`src/rtl/mx_pkg.sv`:
```
`default_nettype none
// ============================================================================
// Module  : mx_pkg
// Purpose : Shared types and constants for the Manchester transmitter.
//           Provides the FSM state enum, the end-of-frame length in half-bit
//           periods, and the line-level encoding helper.
// Revision: 1.0 - initial release
// ============================================================================
package mx_pkg;

    typedef enum logic [1:0] {
        IDLE = 2'd0,
        SEND = 2'd1,
        EOF  = 2'd2
    } mx_state_t;

    // Length of the end-of-frame marker, in half-bit periods.
    localparam int EOF_HALF_BITS = 4;
    localparam int BITS_PER_BYTE = 8;

    // Manchester line level for one data bit: a 1 is sent low then high,
    // a 0 is sent high then low.
    function automatic logic mx_level(input logic bit_val, input logic second_half);
        return second_half ? bit_val : ~bit_val;
    endfunction

endpackage
`default_nettype wire

```
`src/rtl/mx_tick_gen.sv`:
```
`default_nettype none
// ============================================================================
// Module  : mx_tick_gen
// Purpose : Half-bit timebase. Emits a single-cycle tick every HALF_BIT
//           enabled clocks; a synchronous clear restarts the period so that
//           a new frame begins exactly on a half-bit boundary.
// Ports   : clk  - clock
//           rst  - asynchronous active-high reset
//           clr  - synchronous counter clear (frame start)
//           en   - count enable
//           tick - one-cycle pulse on the last clock of each half-bit period
// Revision: 1.0 - initial release
// ============================================================================
module mx_tick_gen #(
    parameter int HALF_BIT = 8
) (
    input  logic clk,
    input  logic rst,
    input  logic clr,
    input  logic en,
    output logic tick
);

    localparam int            c_cw   = (HALF_BIT > 1) ? $clog2(HALF_BIT) : 1;
    localparam logic [c_cw-1:0] c_last = c_cw'(HALF_BIT - 1);

    logic [c_cw-1:0] r_cnt;

    always_ff @(posedge clk or posedge rst) begin
        if (rst) begin
            r_cnt <= '0;
        end else if (clr) begin
            r_cnt <= '0;
        end else if (en) begin
            r_cnt <= (r_cnt == c_last) ? '0 : r_cnt + 1'b1;
        end
    end

    assign tick = en && (r_cnt == c_last);

endmodule
`default_nettype wire

```
`src/rtl/manchester_xmit.sv`:
```
`default_nettype none
// ============================================================================
// Module  : manchester_xmit
// Purpose : Byte-wide Manchester transmitter with a one-byte holding
//           register. Bytes are sent LSB first; back-to-back bytes follow
//           without a gap. Each frame ends with an EOF marker of
//           EOF_HALF_BITS half-bit periods of idle-high line with txen held.
// Ports   : clk   - clock, all state updates on the rising edge
//           rst   - asynchronous active-high reset
//           data  - byte offered by the transmit controller
//           valid - data is valid this cycle
//           rdy   - a byte can be accepted this cycle
//           txd   - Manchester line output (idle high), registered
//           txen  - frame in progress including EOF, registered
//           busy  - state is not IDLE
// Revision: 1.0 - initial release
// ============================================================================
module manchester_xmit
    import mx_pkg::*;
#(
    parameter int CLK_FREQ = 100_000_000,
    parameter int BIT_RATE = 50_000
) (
    input  logic       clk,
    input  logic       rst,
    input  logic [7:0] data,
    input  logic       valid,
    output logic       rdy,
    output logic       txd,
    output logic       txen,
    output logic       busy
);

    localparam int              HALF_BIT   = CLK_FREQ / (2 * BIT_RATE);
    localparam int              c_eof_cw   = $clog2(EOF_HALF_BITS);
    localparam logic [c_eof_cw-1:0] c_eof_last = c_eof_cw'(EOF_HALF_BITS - 1);
    localparam logic [2:0]      c_last_bit = 3'(BITS_PER_BYTE - 1);

    mx_state_t             r_state, w_state_d;
    logic [7:0]            r_shift, w_shift_d;
    logic [7:0]            r_hold,  w_hold_d;
    logic                  r_hold_full, w_hold_full_d;
    logic [2:0]            r_bit_cnt, w_bit_cnt_d;
    logic                  r_half, w_half_d;       // 0: first half, 1: second half
    logic [c_eof_cw-1:0]   r_eof_cnt, w_eof_cnt_d;
    logic                  r_txd, r_txen;

    logic                  w_tick;
    logic                  w_start;
    logic                  w_byte_end;
    logic                  w_accept;

    // ------------------------------------------------------------------
    // Half-bit timebase, restarted on the edge that starts a frame.
    // ------------------------------------------------------------------
    assign w_start = (r_state == IDLE) && valid;

    mx_tick_gen #(
        .HALF_BIT (HALF_BIT)
    ) u_tick_gen (
        .clk  (clk),
        .rst  (rst),
        .clr  (w_start),
        .en   (r_state != IDLE),
        .tick (w_tick)
    );

    assign w_accept   = valid && rdy;
    // Last clock of the second half of bit 7.
    assign w_byte_end = (r_state == SEND) && w_tick && r_half && (r_bit_cnt == c_last_bit);

    // ------------------------------------------------------------------
    // FSM: state register
    // ------------------------------------------------------------------
    always_ff @(posedge clk or posedge rst) begin
        if (rst) begin
            r_state <= IDLE;
        end else begin
            r_state <= w_state_d;
        end
    end

    // ------------------------------------------------------------------
    // FSM: next-state logic
    // ------------------------------------------------------------------
    always_comb begin
        w_state_d = r_state;
        case (r_state)
            IDLE: begin
                if (valid) begin
                    w_state_d = SEND;
                end
            end
            SEND: begin
                // A byte offered on the byte-end edge keeps the frame open.
                if (w_byte_end && !r_hold_full && !valid) begin
                    w_state_d = EOF;
                end
            end
            EOF: begin
                if (w_tick && (r_eof_cnt == c_eof_last)) begin
                    w_state_d = IDLE;
                end
            end
            default: w_state_d = IDLE;
        endcase
    end

    // ------------------------------------------------------------------
    // FSM: outputs
    // ------------------------------------------------------------------
    always_comb begin
        rdy  = 1'b0;
        busy = 1'b1;
        case (r_state)
            IDLE: begin
                rdy  = 1'b1;
                busy = 1'b0;
            end
            SEND:    rdy = !r_hold_full;
            EOF:     rdy = 1'b0;
            default: rdy = 1'b0;
        endcase
    end

    // ------------------------------------------------------------------
    // Datapath next-state: shifter, holding register, counters
    // ------------------------------------------------------------------
    always_comb begin
        w_shift_d     = r_shift;
        w_hold_d      = r_hold;
        w_hold_full_d = r_hold_full;
        w_bit_cnt_d   = r_bit_cnt;
        w_half_d      = r_half;
        w_eof_cnt_d   = '0;
        case (r_state)
            IDLE: begin
                w_bit_cnt_d = '0;
                w_half_d    = 1'b0;
                if (valid) begin
                    w_shift_d = data;
                end
            end
            SEND: begin
                // On the byte-end edge with an empty holding register the
                // byte goes straight into the shifter instead.
                if (w_accept && !w_byte_end) begin
                    w_hold_d      = data;
                    w_hold_full_d = 1'b1;
                end
                if (w_tick) begin
                    w_half_d = ~r_half;
                    if (r_half) begin
                        w_bit_cnt_d = r_bit_cnt + 3'd1;
                        if (r_bit_cnt == c_last_bit) begin
                            if (r_hold_full) begin
                                w_shift_d     = r_hold;
                                w_hold_full_d = 1'b0;
                            end else if (valid) begin
                                w_shift_d = data;
                            end
                        end else begin
                            w_shift_d = {1'b0, r_shift[7:1]};
                        end
                    end
                end
            end
            EOF: begin
                w_eof_cnt_d = w_tick ? r_eof_cnt + 1'b1 : r_eof_cnt;
            end
            default: ;
        endcase
    end

    // ------------------------------------------------------------------
    // Datapath registers. txd/txen are registered from the next-state
    // values so the line changes on the same edge as the state.
    // ------------------------------------------------------------------
    always_ff @(posedge clk or posedge rst) begin
        if (rst) begin
            r_shift     <= '0;
            r_hold      <= '0;
            r_hold_full <= 1'b0;
            r_bit_cnt   <= '0;
            r_half      <= 1'b0;
            r_eof_cnt   <= '0;
            r_txd       <= 1'b1;
            r_txen      <= 1'b0;
        end else begin
            r_shift     <= w_shift_d;
            r_hold      <= w_hold_d;
            r_hold_full <= w_hold_full_d;
            r_bit_cnt   <= w_bit_cnt_d;
            r_half      <= w_half_d;
            r_eof_cnt   <= w_eof_cnt_d;
            r_txd       <= (w_state_d == SEND) ? mx_level(w_shift_d[0], w_half_d) : 1'b1;
            r_txen      <= (w_state_d != IDLE);
        end
    end

    assign txd  = r_txd;
    assign txen = r_txen;

endmodule
`default_nettype wire

```
`config.mk`:
```
export PLATFORM = sky130hd
export DESIGN_NAME = manchester_xmit
export DESIGN_NICKNAME = d
export VERILOG_FILES = /design/src/rtl/mx_pkg.sv /design/src/rtl/mx_tick_gen.sv /design/src/rtl/manchester_xmit.sv
export SDC_FILE = /design/constraint.sdc
export NUM_CORES = 1
export LEC_CHECK = 0
export CAP_MARGIN = 30
export CORE_MARGIN = 2
export CORE_UTILIZATION = 52
export DETAILED_ROUTE_END_ITERATION = 16
export HOLD_SLACK_MARGIN = 0.03
export PLACE_DENSITY = 0.75
export REMOVE_ABC_BUFFERS = 1
export SYNTH_ARGS = -nofsm -noshare
export SYNTH_HDL_FRONTEND = slang
export SYNTH_SLANG_ARGS = --single-unit
```
`constraint.sdc`:
```
create_clock -name clk -period 1.8 [get_ports clk]
set_input_delay 0.18 -clock clk [delete_from_list [all_inputs] [get_ports clk]]
set_output_delay 0.18 -clock clk [all_outputs]
set_load 0.01 [all_outputs]
```
==> impl_results.md <==
* Status: complete, but fails checks
* Failing checks: negative setup slack
* H-tree Lvls at 2
* Mean Syn Cell Area at 9.75 µm²
* Residual DRC at 0
* Vias post-DR at 1786
* Max_slew headroom at 69.2%
* Dominant cell type by area after synthesis: dfrtp_1
* Core region area at 3940 µm²
* Dpl hpwl at 3370 µm
* First-pass GRT wire length at 7600 µm
* Max-cap violations at 0
* Largest net degree at the start of global routing at 38
* Crit-path cells: ha_2 > and4b_4 > nand3_4 > nor2_4 > or3_4 > mux2_4
* Wire per inst at 15.1 µm
* Slew Limit Fails at 0
* Comb pwr share at 30.5%
* Layout Nets at between 200 and 300
* Fin crit period at 1.80 ns
* Hold Vio Cnt, Final at 0
* Mapped cell area at 2100 µm²
* IO Port Bufs at 14
* Final setup viols at 1
* Final Cycle Share at 100%
* Max Root-Sink Buffers at 2
* ANT nets after route at 0
* CP Max Fanout at 8
* CTS Sinks at 37
* Worst-skew pair later-pin latency at about 0.29 ns
* Count leader, synth: dfrtp_1
* Type of origin of the critical path: flip-flop
* Drt total wl at about 4800 µm
* RSZ-0062 raised after global routing: true
* Yosys top cell area share at 43.0%
* Vias in the first global route at about 1600
* Fill count at 319
* Rows at 23
* IO Pins at 15
* Post-Synthesis Cells at about 220
* Critical Path Slowest Stage Cell: or3_4
* Initial antenna violation count at 0
* Crit Path Category: flip-flop to flip-flop
* Chip Height at 67.5 µm
* Top delay family on crit path: simple AND/OR/NAND/NOR gates
* Hold Path Class: input port to async pin
* Synth area leaders: dfrtp_1, o21ai_0, mux2i_1
* Measured slew at the worst slew-check pin at 0.462 ns
* VDD IR max at 0.621 mV
* Vias per cell at approximately 5.6
* Number of synthesized register bits at 37
* Placer Congestion at 0.785
* CTS root buffer: clkbuf_8
* Initial DRC count at between 100 and 150
* Crit end category: flip-flop
* GRT Util Overall at 22.4%
* Antenna cells at 0
* TritonCTS Buffers at 5
* Clock skew at roughly 0.0095 ns
* CP max stage delay at between 0.4 and 0.5 ns
* Power share of the clock group at roughly a quarter
* # hold bufs at CTS at 0
* Final worst slack at -0.00467 ns
* Synth cell count leaders: dfrtp_1, o21ai_0, nand2_1
* Final core utilization at a little under 70%
* Die width at 67.5 µm
* Flop pwr share at 46.2%
* Initial Util at a little over half
* CP Data Arrival Time at 1.98 ns
* Sw Share at 30.3%
* Area Growth Syn to Fin at 30.3%
* Reg clk slew, reported paths at 0.07 ns
* NetSw at 774 µW
* CTS tree: built
* Leak pwr at 1.21 nW
* Power per cell area at ~930 nW/µm²
* Total die area at about 4600 µm²
* CP Data Required Time at 1.98 ns
* Synth Flop Type: dfrtp_1
* Total grt overflow at 0
* FFs w/ async S/R, synth at 100%
* Critical path buffer and inverter count at 0
* Tot Pwr at ~2.6 mW
* Sequential fraction of the synthesis area at between 40 and 50%
* First-pass DRT Iterations at 4
* Synth unique cells at 46
* Share of cells above drive strength 1 at 28.4%
* Peak Freq at 554 MHz
* Yosys warnings at 0
* Post-synth EDFFs at 0
* Int Power at 1.78 mW
## registers in the layout (all words and copies together), names as in the netlist
name and cells:
r_hold_full 1, txd 1, r_half 1, txen 1, r_eof_cnt 2, r_shift 8
r_state 2, r_hold 8, u_tick_gen.r_cnt 10, r_bit_cnt 3
## layer usage
metal / track usage [%] / vias to the layer above / part of all wire (%)
met5: 0 / - / 0
met3: 4.50 / 7 / 3.3
met2: 36.5 / 36 / 49
li1: - / 869 / -
met1: 29.4 / 874 / 47
met4: 7.91 / 0 / 1.3
## cell type report
class	count	area, µm²	area share [%]
clock buffer	8	90.1	3.30
inverter	7	26.3	0.962
multi-input combinational	162	1170	42.9
sequential	37	927	33.9
tap	50	62.6	2.29
timing repair buffer	54	454	16.6
## power by group through the flow
stage,clock network [mW],registers [mW],logic (mW)
global route,0.647,1.21,0.875
finish,0.596,1.18,0.778
CTS,0.615,1.18,0.745
global placement,0,1.18,0.708
floorplan,0,1.19,0.434
detailed placement,0,1.19,0.734
## cell families (layout without fill, tap and decap cells)
group / count (synthesis) / count (layout) / synth area share (%)
flops: 37 / 37 / 44.2
fa+ha+maj: 4 / 4 / 2.39
simple gates: 77 / 77 / 19.2
mux: 24 / 24 / 13.4
buf+inv: 16 / 69 / 3.52
compound gates: 54 / 54 / 16.0
xor+xnor: 3 / 3 / 1.25
## worst reg2reg max path, cell delays in order, from the launching register on
cell	delay (ns)
dfrtp_1	0.38
ha_2	0.19
and4b_4	0.20
nand3_4	0.10
nor2_4	0.04
or3_4	0.45
mux2_4	0.33
## final timing paths
path / from / to / cells after the start / slack (ns)
setup / recovery: u_tick_gen.r_cnt[1] / r_hold[6] / 6 / -0.005
hold / removal: rst / u_tick_gen.r_cnt[7] / 3 / 0.29
setup reg to reg: u_tick_gen.r_cnt[1] / r_hold[6] / 6 / -0.005
hold reg to reg: r_hold[4] / r_hold[4] / 1 / 0.52
max in group asynchronous: rst / txd / 3 / 1.14
min in group clk: r_hold[4] / r_hold[4] / 1 / 0.52
## timing repair
item	4_1_cts	5_1_grt
cloned	0	1
setup endpoints to repair	10	26
pin swaps	0	9
setup buffers	1	5
resized for setup	6	16
## through the flow
stage,TNS (ns),cell area [µm²],std cells,hold slack [ns],setup slack (ns)
after floorplan,-1.59,2050,206,0.329,-0.192
after global placement,-0.175,2510,304,0.485,-0.0199
after detailed placement,-0.454,2510,304,0.496,-0.0599
after CTS,-0.108,2620,313,0.303,-0.0259
after global routing,-0.328,2730,318,0.342,-0.0472
final,-0.00467,2730,318,0.293,-0.00467
## placed cells by master, fill, tap and decap left out, types with 7 or more instances in the layout
cell	n
mux2i_1	15
mux2_4	8
a21oi_1	7
nand3_1	7
buf_4	37
nor2_1	15
o21ai_0	31
dfrtp_1	36
nand2_1	25
clkdlybuf4s50_1	13
Power figures use the tool's default switching activity.
